$ cat config.mk
export PLATFORM = sky130hd
export DESIGN_NAME = id_ex_stage
export DESIGN_NICKNAME = d
export VERILOG_FILES = /design/src/rtl/id_ex_stage_pkg.sv /design/src/rtl/id_ex_stage_hazard_detect.sv /design/src/rtl/id_ex_stage.sv
export SDC_FILE = /design/constraint.sdc
export NUM_CORES = 1
export LEC_CHECK = 0
export BUFFER_PORTS_ARGS = -buffer_cell sky130_fd_sc_hd__buf_4
export CORE_UTILIZATION = 33
export DETAILED_ROUTE_END_ITERATION = 10
export HOLD_SLACK_MARGIN = 0.15
export PLACE_DENSITY = 0.65
export RECOVER_POWER = 25
export SYNTH_ARGS = -nofsm -noshare
export SYNTH_HDL_FRONTEND = slang
export SYNTH_SLANG_ARGS = --single-unit
$ cat constraint.sdc
create_clock -name clk_i -period 2.1 [get_ports clk_i]
set_input_delay 0.315 -clock clk_i [delete_from_list [all_inputs] [get_ports clk_i]]
set_output_delay 0.315 -clock clk_i [all_outputs]
set_load 0.02 [all_outputs]
$ cat src/rtl/id_ex_stage_pkg.sv
// Shared CPU definitions: opcodes, ALUOp encodings and the ID/EX control bundle.
package id_ex_stage_pkg;

    localparam int unsigned REG_ADDR_W = 5;
    localparam int unsigned FUNCT_W    = 10;

    localparam logic [6:0] OPC_R      = 7'b0110011;
    localparam logic [6:0] OPC_I      = 7'b0010011;
    localparam logic [6:0] OPC_LOAD   = 7'b0000011;
    localparam logic [6:0] OPC_STORE  = 7'b0100011;
    localparam logic [6:0] OPC_BRANCH = 7'b1100011;

    localparam logic [1:0] ALUOP_ADD   = 2'b00;
    localparam logic [1:0] ALUOP_SUB   = 2'b01;
    localparam logic [1:0] ALUOP_FUNCT = 2'b10;

    typedef struct packed {
        logic [1:0] alu_op;
        logic       alu_src;
        logic       mem_read;
        logic       mem_write;
        logic       reg_write;
        logic       mem_to_reg;
    } ctrl_t;

endpackage

$ cat src/rtl/id_ex_stage_hazard_detect.sv
// Load-use detector: EX holds a load whose destination is a source of the ID instruction.
module id_ex_stage_hazard_detect
    import id_ex_stage_pkg::*;
(
    input  logic                  mem_read,
    input  logic                  valid,
    input  logic [REG_ADDR_W-1:0] rd_addr,
    input  logic [REG_ADDR_W-1:0] rs1_addr,
    input  logic [REG_ADDR_W-1:0] rs2_addr,
    output logic                  hazard_stall_c
);

    // Both sources are compared even if the instruction ignores one (conservative).
    assign hazard_stall_c = mem_read & valid & (rd_addr != '0)
                          & ((rd_addr == rs1_addr) | (rd_addr == rs2_addr));

endmodule

$ cat src/rtl/id_ex_stage.sv
// ID/EX pipeline register with bubble insertion, load-use detection and a saturating bubble counter.
module id_ex_stage
    import id_ex_stage_pkg::*;
#(
    parameter int unsigned DATA_W = 32,
    parameter int unsigned CNT_W  = 16
) (
    input  logic                  clk_i,
    input  logic                  rst_i,
    input  logic                  stall_i,
    input  logic                  flush_i,
    input  logic [1:0]            ALUOp_i,
    input  logic                  ALUSrc_i,
    input  logic                  MemRead_i,
    input  logic                  MemWrite_i,
    input  logic                  RegWrite_i,
    input  logic                  MemtoReg_i,
    input  logic [DATA_W-1:0]     RS1data_i,
    input  logic [DATA_W-1:0]     RS2data_i,
    input  logic [DATA_W-1:0]     Imm_i,
    input  logic [FUNCT_W-1:0]    funct_i,
    input  logic [REG_ADDR_W-1:0] RS1addr_i,
    input  logic [REG_ADDR_W-1:0] RS2addr_i,
    input  logic [REG_ADDR_W-1:0] RDaddr_i,
    output logic [1:0]            ALUOp_o,
    output logic                  ALUSrc_o,
    output logic                  MemRead_o,
    output logic                  MemWrite_o,
    output logic                  RegWrite_o,
    output logic                  MemtoReg_o,
    output logic [DATA_W-1:0]     RS1data_o,
    output logic [DATA_W-1:0]     RS2data_o,
    output logic [DATA_W-1:0]     Imm_o,
    output logic [FUNCT_W-1:0]    funct_o,
    output logic [REG_ADDR_W-1:0] RS1addr_o,
    output logic [REG_ADDR_W-1:0] RS2addr_o,
    output logic [REG_ADDR_W-1:0] RDaddr_o,
    output logic                  valid_o,
    output logic                  hazard_stall_o,
    output logic [CNT_W-1:0]      bubble_cnt_o
);

    localparam logic [CNT_W-1:0] CNT_MAX = '1;

    ctrl_t                 ctrl_in;
    ctrl_t                 ctrl_q;
    logic                  valid_q;
    logic [DATA_W-1:0]     rs1_data_q;
    logic [DATA_W-1:0]     rs2_data_q;
    logic [DATA_W-1:0]     imm_q;
    logic [FUNCT_W-1:0]    funct_q;
    logic [REG_ADDR_W-1:0] rs1_addr_q;
    logic [REG_ADDR_W-1:0] rs2_addr_q;
    logic [REG_ADDR_W-1:0] rd_addr_q;
    logic [CNT_W-1:0]      bubble_cnt_q;
    logic                  hazard_c;
    logic                  bubble_c;

    assign ctrl_in = '{alu_op:     ALUOp_i,
                       alu_src:    ALUSrc_i,
                       mem_read:   MemRead_i,
                       mem_write:  MemWrite_i,
                       reg_write:  RegWrite_i,
                       mem_to_reg: MemtoReg_i};

    id_ex_stage_hazard_detect hazard_detect (
        .mem_read       (ctrl_q.mem_read),
        .valid          (valid_q),
        .rd_addr        (rd_addr_q),
        .rs1_addr       (RS1addr_i),
        .rs2_addr       (RS2addr_i),
        .hazard_stall_c (hazard_c)
    );

    assign bubble_c = flush_i | hazard_c;

    // Memory stall freezes everything; a bubble still loads the don't-care data fields.
    always_ff @(posedge clk_i or negedge rst_i) begin
        if (!rst_i) begin
            ctrl_q       <= '0;
            valid_q      <= 1'b0;
            rs1_data_q   <= '0;
            rs2_data_q   <= '0;
            imm_q        <= '0;
            funct_q      <= '0;
            rs1_addr_q   <= '0;
            rs2_addr_q   <= '0;
            rd_addr_q    <= '0;
            bubble_cnt_q <= '0;
        end else if (!stall_i) begin
            rs1_data_q <= RS1data_i;
            rs2_data_q <= RS2data_i;
            imm_q      <= Imm_i;
            funct_q    <= funct_i;
            rs1_addr_q <= RS1addr_i;
            rs2_addr_q <= RS2addr_i;
            rd_addr_q  <= RDaddr_i;
            if (bubble_c) begin
                ctrl_q  <= '0;
                valid_q <= 1'b0;
                if (bubble_cnt_q != CNT_MAX) begin
                    bubble_cnt_q <= bubble_cnt_q + CNT_W'(1);
                end
            end else begin
                ctrl_q  <= ctrl_in;
                valid_q <= 1'b1;
            end
        end
    end

    assign ALUOp_o        = ctrl_q.alu_op;
    assign ALUSrc_o       = ctrl_q.alu_src;
    assign MemRead_o      = ctrl_q.mem_read;
    assign MemWrite_o     = ctrl_q.mem_write;
    assign RegWrite_o     = ctrl_q.reg_write;
    assign MemtoReg_o     = ctrl_q.mem_to_reg;
    assign RS1data_o      = rs1_data_q;
    assign RS2data_o      = rs2_data_q;
    assign Imm_o          = imm_q;
    assign funct_o        = funct_q;
    assign RS1addr_o      = rs1_addr_q;
    assign RS2addr_o      = rs2_addr_q;
    assign RDaddr_o       = rd_addr_q;
    assign valid_o        = valid_q;
    assign hazard_stall_o = hazard_c;
    assign bubble_cnt_o   = bubble_cnt_q;

endmodule

# Word-level counts from Yosys, hierarchy flattened
# Cells that the tools add are included.
# word_totals
input_bits	132
regBits	145
out_inout_bits	146
# classes
muxes	2
n_reduce_logical	2
n_eq_ne	3
n_addsub	1
bitwise_logic	6
# ops
operator	n
16-bit by 1-bit adder with 16-bit output, second input constant	1
16-bit inequality test, second input constant	1
5-bit == test	2
7-bit two-way mux	1
5-bit nonzero test	1
1-bit bitwise AND	3
3-bit AND reduction	1
1-bit bitwise OR	2
1-bit two-way mux	1
1-bit NOT	1

# Longest topological paths before layout
# Gate-level depths: netlist of the first run.
# logic_depth
word_depth	5
mapped_depth	7
mapped_depth_nobuf	7

# By module
# A second synthesis of the first run with hierarchy kept.
# hier_totals
cells_unflattened	377
area_unflattened_um2	5725.5
# modules_own_cells
mod	area_per_inst_um2	seq_area_each_um2	instances	cells_per_inst
id_ex_stage	5592.9	3628.5	1	360
id_ex_stage_hazard_detect	132.6	0.0	1	17

# Least setup slack after synthesis of the first run
# OpenSTA, ideal clock, no wires.
# synth_path
path_type	register to register
from	register rd_addr_q[0], in the netlist RDaddr_o[0]
to	register bubble_cnt_q[1], in the netlist bubble_cnt_o[1]
setup_time_ns	0.128
path_buffers	0
path_stages_with_launch	6
setup_slack_ns	0.169
arrival_time_ns	1.804
period_less_slack_ns	1.931
t_required_ns	1.972
path_cell_list	dfrtp_1 or4_4 o211ai_4 a221oi_2 nand2_4 mux2_1
# synth_via
elab_chain_cells	5
# synth_lines
item	line_no	rtl
start, declared	id_ex_stage.sv:54	logic [REG_ADDR_W-1:0] rd_addr_q;
start signal, assigned	id_ex_stage.sv:97	rd_addr_q <= RDaddr_i;
5-bit == test or 5-bit nonzero test (tied branches)	id_ex_stage_hazard_detect.sv:15, id_ex_stage_hazard_detect.sv:14	
1-bit bitwise OR or 1-bit bitwise AND (tied branches)	id_ex_stage_hazard_detect.sv:15, id_ex_stage_hazard_detect.sv:14	
1-bit bitwise AND (*)	id_ex_stage_hazard_detect.sv:15	& ((rd_addr == rs1_addr) | (rd_addr == rs2_addr));
1-bit bitwise OR (*)	id_ex_stage.sv:75	assign bubble_c = flush_i | hazard_c;
3-bit AND reduction (no source line) (*)	-	
end signal, assigned	id_ex_stage.sv:102	bubble_cnt_q <= bubble_cnt_q + CNT_W'(1);
end, declared	id_ex_stage.sv:55	logic [CNT_W-1:0] bubble_cnt_q;
# Every way passes the cells marked *; elsewhere a longest branch is shown, timed or not.
# A chain may end at the register's enable or synchronous reset.

# Worst setup path in the final report of the first run
# layout_path
from	register rd_addr_q[3], in the netlist RDaddr_o[3]
to	output port hazard_stall_o
# layout_via
elab_chain_cells	3
# layout_lines
item	line_no	rtl
5-bit == test or 5-bit nonzero test (tied branches)	id_ex_stage_hazard_detect.sv:15, id_ex_stage_hazard_detect.sv:14	
1-bit bitwise OR or 1-bit bitwise AND (tied branches)	id_ex_stage_hazard_detect.sv:15, id_ex_stage_hazard_detect.sv:14	
1-bit bitwise AND (*)	id_ex_stage_hazard_detect.sv:15	
end, declared	id_ex_stage.sv:39	output logic hazard_stall_o,
# Marked as above.

==> impl_metrics.ini, run 1 <==
[drt]
routed_wl_um = 15700
drtPass1Iterations = 4
dr.first_iter.drc_count = 119
wire_per_inst_um = 15.3
post-route-drc-count = 0
viasPerCell = 4.49
ant_nets = 0
via_count = 4601

[global_route]
grt.total_usage = 0.182
grt_pass1_wl_um = 25300
first_global_vias = 5097
grt_max_degree = 71
globalRouteOverflowTotal = 0
antenna_found_initial = 0

[placement]
portBuffers = 277
gp_congestion = 0.757
placed_cell_area_mm2 = 0.00810
dp_hpwl_um = 10700

[worst_setup_path]
endpoint_kind = primary output
path_max_fanout = 2
r2r_slack_ps = 120
criticalPathCategory = reg2out
required_ps = 1780
critPathLaunchType = flop
r2r_cells = 7
cp.arrival_ps = 1740

[clock_tree]
root_buffer = clkbuf_16
cts.clk_slew.worst_paths_ps = 60
cts_tree = done
cts.sinks = 145
cts_buffers = 17
clockBufferDepth = 2
clkLatencyLatePin_ps = 410
htreeDepth = 4

[die]
dieWidth_um = 134
num_io_pins = 278
start_util = 0.341
dieArea_mm2 = 0.0178
die_y_um = 134
coreArea_mm2 = 0.0168
rows = 47

[sta]
maxSlewHeadroom = 0.140
finalCritPeriodShare = 0.979
tightest_slew_ps = 1290
period_needed_ps = 2060
finalSetupTns_ps = 0
hold_viol_final = 0
maxSlewViolCount = 0
fmax_ghz = 0.487
setup_viol = 0
rsz0062_at_grt = yes
fin_skew_ps = 9.06

[min_path]
hold_class = in2reg
hold_depth = 5

[synth]
ys_types = 35
yosysSeqAreaShare = 0.636
syn_nets = 504
synth-seq-cells = 145
syn-cell-area_mm2 = 0.00571
syn_inst = 371
syn_avg_cell_area_um2 = 15.4
ys_warn_count = 0

[power_and_ir_drop]
powerDensity_mw_per_mm2 = 828
vdd_drop_max_mv = 0.598
p_leak_nw = 4.65

[run]
maxCapViolations = 0

[outcome]
status = completed

[final_layout]
diodes = 0
fin_nets = 924
areaGrowthSynthToFinish_pct = 75.8
drive_above_1_share = 0.566
final_util = 0.599
nFillCells = 1318
final_cell_area_mm2 = 0.0100
sequential cells by signal, indices dropped and copies added, names as in the netlist, 2 cells and up:
name and count:
ALUOp_o 2, Imm_o 32, RDaddr_o 5, RS1addr_o 5, RS1data_o 32, RS2addr_o 5
RS2data_o 32, bubble_cnt_o 16, funct_o 10
critical path, stage by stage, from the launching register on:
cell      delay (ps)
dfrtp_1          380
or4_4            550
o211ai_4         180
nor2_1            60
buf_4            160
per-layer routing:
metal | up-vias | track usage | part of all wire
met3 | 29 | 0.0506 | 0.063
met4 | 0 | 0.0808 | 0.028
met2 | 182 | 0.315 | 0.51
met5 | - | 0 | 0
met1 | 2223 | 0.210 | 0.40
li1 | 2167 | - | -
kinds of logic (layout without fill, tap and decap cells):
family,after synthesis,count (layout),share of synthesized area
AND/OR/NAND/NOR,46,46,0.0469
buffers and inverters,18,451,0.0132
flip-flops,145,145,0.636
adder cells (fa/ha/maj),1,1,0.00219
AO/OA/AOI/OAI,17,17,0.0276
XOR/XNOR,22,22,0.0338
multiplexers,122,122,0.241
stage by stage:
stage,total power [mW],instances,hold WS (ps),worst slack [ps]
2_1_floorplan,4.17,371,19.4,169
5_1_grt,8.68,1024,498,-40.4
3_3_place_gp,5.07,859,279,196
3_5_place_dp,5.12,859,290,148
6_report,8.30,1024,488,44.9
4_1_cts,8.40,1025,413,2.34
area by class of cell:
| class | instances | area [µm²] | area share |
|---|---|---|---|
| flip-flops and latches | 145 | 3630 | 0.362 |
| repair buffers | 417 | 3480 | 0.347 |
| well taps | 220 | 275 | 0.0274 |
| inverters | 2 | 7.51 | 0.000748 |
| multi-input cells | 208 | 2050 | 0.204 |
| clock buffers | 19 | 433 | 0.0431 |
| clock inverters | 13 | 161 | 0.0161 |
cells in the final DEF (no fill, tap or decap), drive strengths merged, types with 7 or more instances in the layout:
cell type	instances
buf	266
clkbuf	41
mux2	122
nand3	9
dlygate4sd3	129
nand2	8
nor2	10
xnor2	16
dfrtp	145
a22o	7
synth_stat cells (all sizes together):
| library cell | instances | area share |
|---|---|---|
| mux2 | 122 | 0.24 |
| nor3 | 6 | 0.0061 |
| clkbuf | 10 | 0.0066 |
| buf | 6 | 0.0053 |
| or4 | 1 | 0.0020 |
| and3 | 1 | 0.0011 |
| o211ai | 1 | 0.0037 |
| o22a | 1 | 0.0015 |
| nor2 | 10 | 0.0083 |
| xor2 | 6 | 0.0092 |
| dfrtp | 145 | 0.64 |
| inv | 2 | 0.0013 |
| and4 | 2 | 0.0039 |
| nand4 | 4 | 0.0044 |
| nand3 | 9 | 0.0079 |
| xnor2 | 16 | 0.025 |
| nor4 | 1 | 0.0011 |
| nor4b | 2 | 0.0031 |
| o21ai | 1 | 0.0015 |
| nand2 | 8 | 0.0066 |
| nor3b | 1 | 0.0013 |
| o2111a | 1 | 0.0020 |
| a221oi | 1 | 0.0026 |
| a21oi | 3 | 0.0026 |
| or3 | 1 | 0.0011 |
| a21o | 1 | 0.0013 |
| a22o | 7 | 0.011 |
| o221ai | 1 | 0.0015 |
| ha | 1 | 0.0022 |
path summary, 6_finish.rpt:
check,start,end
setup / recovery,RDaddr_o[3],hazard_stall_o
hold / removal,flush_i,bubble_cnt_o[0]
setup reg to reg,RDaddr_o[2],bubble_cnt_o[12]
hold reg to reg,RS1data_o[0],RS1data_o[0]
max in group asynchronous,rst_i,RS1data_o[30]
min in group asynchronous,rst_i,RS2data_o[23]
power breakdown:
group          leakage, nW  internal (mW)  switching [mW]
clock                0.280           1.87            1.16
combinational         2.65           1.03           0.917
sequential            1.72           3.11           0.219
repair_timing:
| item | CTS | global route |
|---|---|---|
| pin swaps | 2 | 7 |
| setup buffers | 5 | 0 |
| endpoints found under the setup margin | 1 | 16 |
| hold buffers | 129 | 0 |
| endpoints found under the hold margin | 177 | 0 |
| resized for setup | 1 | 6 |
Power figures use the tool's default switching activity.
==> inputs of run 2 (changes only) <==
==> constraint.sdc (replaced) <==
create_clock -name clk_i -period 2.1 [get_ports clk_i]
set_input_delay 0 -clock clk_i [delete_from_list [all_inputs] [get_ports clk_i]]
set_output_delay 0 -clock clk_i [all_outputs]
set_load 0.02 [all_outputs]
==> run 2 against run 1 <==
Compared with the run above:
- global-route usage decreased by 0.15 points
- sequential power about the same
- non-clock buffer count decreased by 4
- sequential share of layout area increased by 0.31 points
- design area decreased by 0.87%
- wire length decreased by 0.36%
- via count decreased by 0.43%
- combinational power decreased by 3%
- die area unchanged
- power decreased by 2.2%
- clock skew increased by 3.7 ps
- critical endpoint is now bubble_cnt_o[1]
- largest cell class unchanged
- highest routed layer unchanged
==> impl_metrics.ini, run 2 (synthesis gave the netlist of run 1 again) <==
[die]
start_util = 0.341
rows = 47
dieWidth_um = 134
die_y_um = 134
num_io_pins = 278
coreArea_mm2 = 0.0168
dieArea_mm2 = 0.0178

[power_and_ir_drop]
p_comb_frac = 0.234
vdd_drop_max_mv = 0.478
p_sw_mw = 2.29
clockPowerShare = 0.355
finalPower_mw = 8.12
seqPwrFrac = 0.411
powerDensity_mw_per_mm2 = 817
sw_frac_of_total = 0.282
p_int_mw = 5.84
p_leak_nw = 4.60

[final_layout]
areaGrowthSynthToFinish_pct = 74.2
drive_above_1_share = 0.556
fin_nets = 920
final_cell_mix = buf_4, dfrtp_1, dlygate4sd3_1, mux2_2, clkbuf_16
final_cell_area_mm2 = 0.00995
multi_input_area_mm2 = 0.00201
final_util = 0.593
nFillCells = 1302
seq_area_mm2 = 0.00363
diodes = 0
mostFrequentLayoutCell = buf_4

[global_route]
grt_max_degree = 54
globalRouteOverflowTotal = 0
grt_pass1_wl_um = 25000
use_met2 = 0.313
use_met3 = 0.0571
first_global_vias = 4967
grtUsageMet1 = 0.202
grt.busiest_layer = met2
antenna_found_initial = 0
grt.total_usage = 0.181

[sta]
fmax_ghz = 0.502
period_needed_ps = 1990
fin_skew_ps = 12.8
maxSlewHeadroom = 0.313
tightest_slew_ps = 1030
finalCritPeriodShare = 0.949
rsz0062_at_grt = no
maxSlewViolCount = 0
finalSetupTns_ps = 0
hold_viol_final = 0
setup_viol = 0
setup_slack_ps = 107

[drt]
post-route-drc-count = 0
via_count = 4581
wire_per_inst_um = 15.3
dr.first_iter.drc_count = 101
drtPass1Iterations = 4
routed_wl_um = 15600
ant_nets = 0
viasPerCell = 4.49

[worst_setup_path]
cp.arrival_ps = 2280
startpoint = RDaddr_o[0]
cp_slowest_cell = or4_4
criticalPathCategory = reg2reg
critPathLaunchType = flop
rr_startpoint = RDaddr_o[0]
path_max_fanout = 8
cp_cell_sequence = or4_4, o211ai_4, a221oi_2, nand2_4, mux2_1
r2r_end = bubble_cnt_o[1]
r2r_cells = 5
cp_slowest_stage_delay_ps = 570
required_ps = 2390
r2r_slack_ps = 110
cp-endpoint = bubble_cnt_o[1]
endpoint_kind = flop

[clock_tree]
cts.clk_slew.worst_paths_ps = 60
cts.sinks = 145
clockBufferDepth = 2
htreeDepth = 4
root_buffer = clkbuf_16
cts_tree = done
clkLatencyLatePin_ps = 410
cts_buffers = 17

[placement]
place_ws_ps = 143
dp_hpwl_um = 10600
portBuffers = 277
placed_cell_area_mm2 = 0.00809
gp_congestion = 0.747

[min_path]
hold_class = in2reg

[run]
maxCapViolations = 0

[outcome]
status = completed
-- run 2: changes by cell type in the layout (fill, tap and decap cells not counted), moves of 2 or more --
cell	change
clkbuf_4	-16
xnor2_2	-5
bufinv_16	-2
clkbuf_2	-2
clkbuf_1	-2
xnor2_1	+5
buf_4	+14
clkbuf_8	+3
-- run 2: how the worst min path moves through the flow --
stage,startpoint,end,slack (ps),depth (start not counted)
after floorplan,rst_i,ALUOp_o[0],-300,0
after global placement,rst_i,RS2data_o[21],-20,1
after detailed placement,rst_i,RS2data_o[21],-20,1
after CTS,flush_i,bubble_cnt_o[0],170,5
after global routing,flush_i,bubble_cnt_o[0],190,5
final,flush_i,bubble_cnt_o[0],180,5
-- run 2: stage by stage --
| stage | hold slack (ps) | cells |
|---|---|---|
| after CTS | 168 | 1020 |
| after floorplan | -296 | 371 |
| final | 179 | 1020 |
| after global routing | 186 | 1020 |
| after global placement | -24.9 | 858 |
| after detailed placement | -16.0 | 858 |
-- run 2: worst max-delay path: cells and delay by family, from the launching register on --
family,cells,cell delay [ps]
multiplexers,1,340
flip-flops,1,440
AND/OR/NAND/NOR,2,760
AO/OA/AOI/OAI,2,330
-- run 2: what timing repair did --
action | CTS | global route
setup buffers | 0 | 0
hold buffers | 130 | 0
gates resized for setup | 0 | 1
hold endpoints to repair | 273 | 0
endpoints found under the setup margin | 0 | 1
-- run 2: layout make-up --
| class | count | share of cell area |
|---|---|---|
| flip-flops and latches | 145 | 0.365 |
| repair buffers | 413 | 0.347 |
| multi-input cells | 208 | 0.202 |
| clock buffers | 21 | 0.0473 |
| well taps | 220 | 0.0277 |
| clock inverters | 11 | 0.0103 |
| inverters | 2 | 0.000755 |
-- run 2: power by group through the flow --
stage	clock, mW	sequential, mW	combinational [mW]
CTS	2.98	3.34	1.92
floorplan	0	3.74	0.432
finish	2.89	3.34	1.90
global route	3.12	3.38	2.02
global placement	0	3.36	1.70
detailed placement	0	3.38	1.72
-- run 2: per-layer routing --
metal / share of wire / wire (µm)
met4: 0.029 / 448
met5: 0 / 0
met3: 0.068 / 1070
met1: 0.39 / 6120
met2: 0.51 / 7990
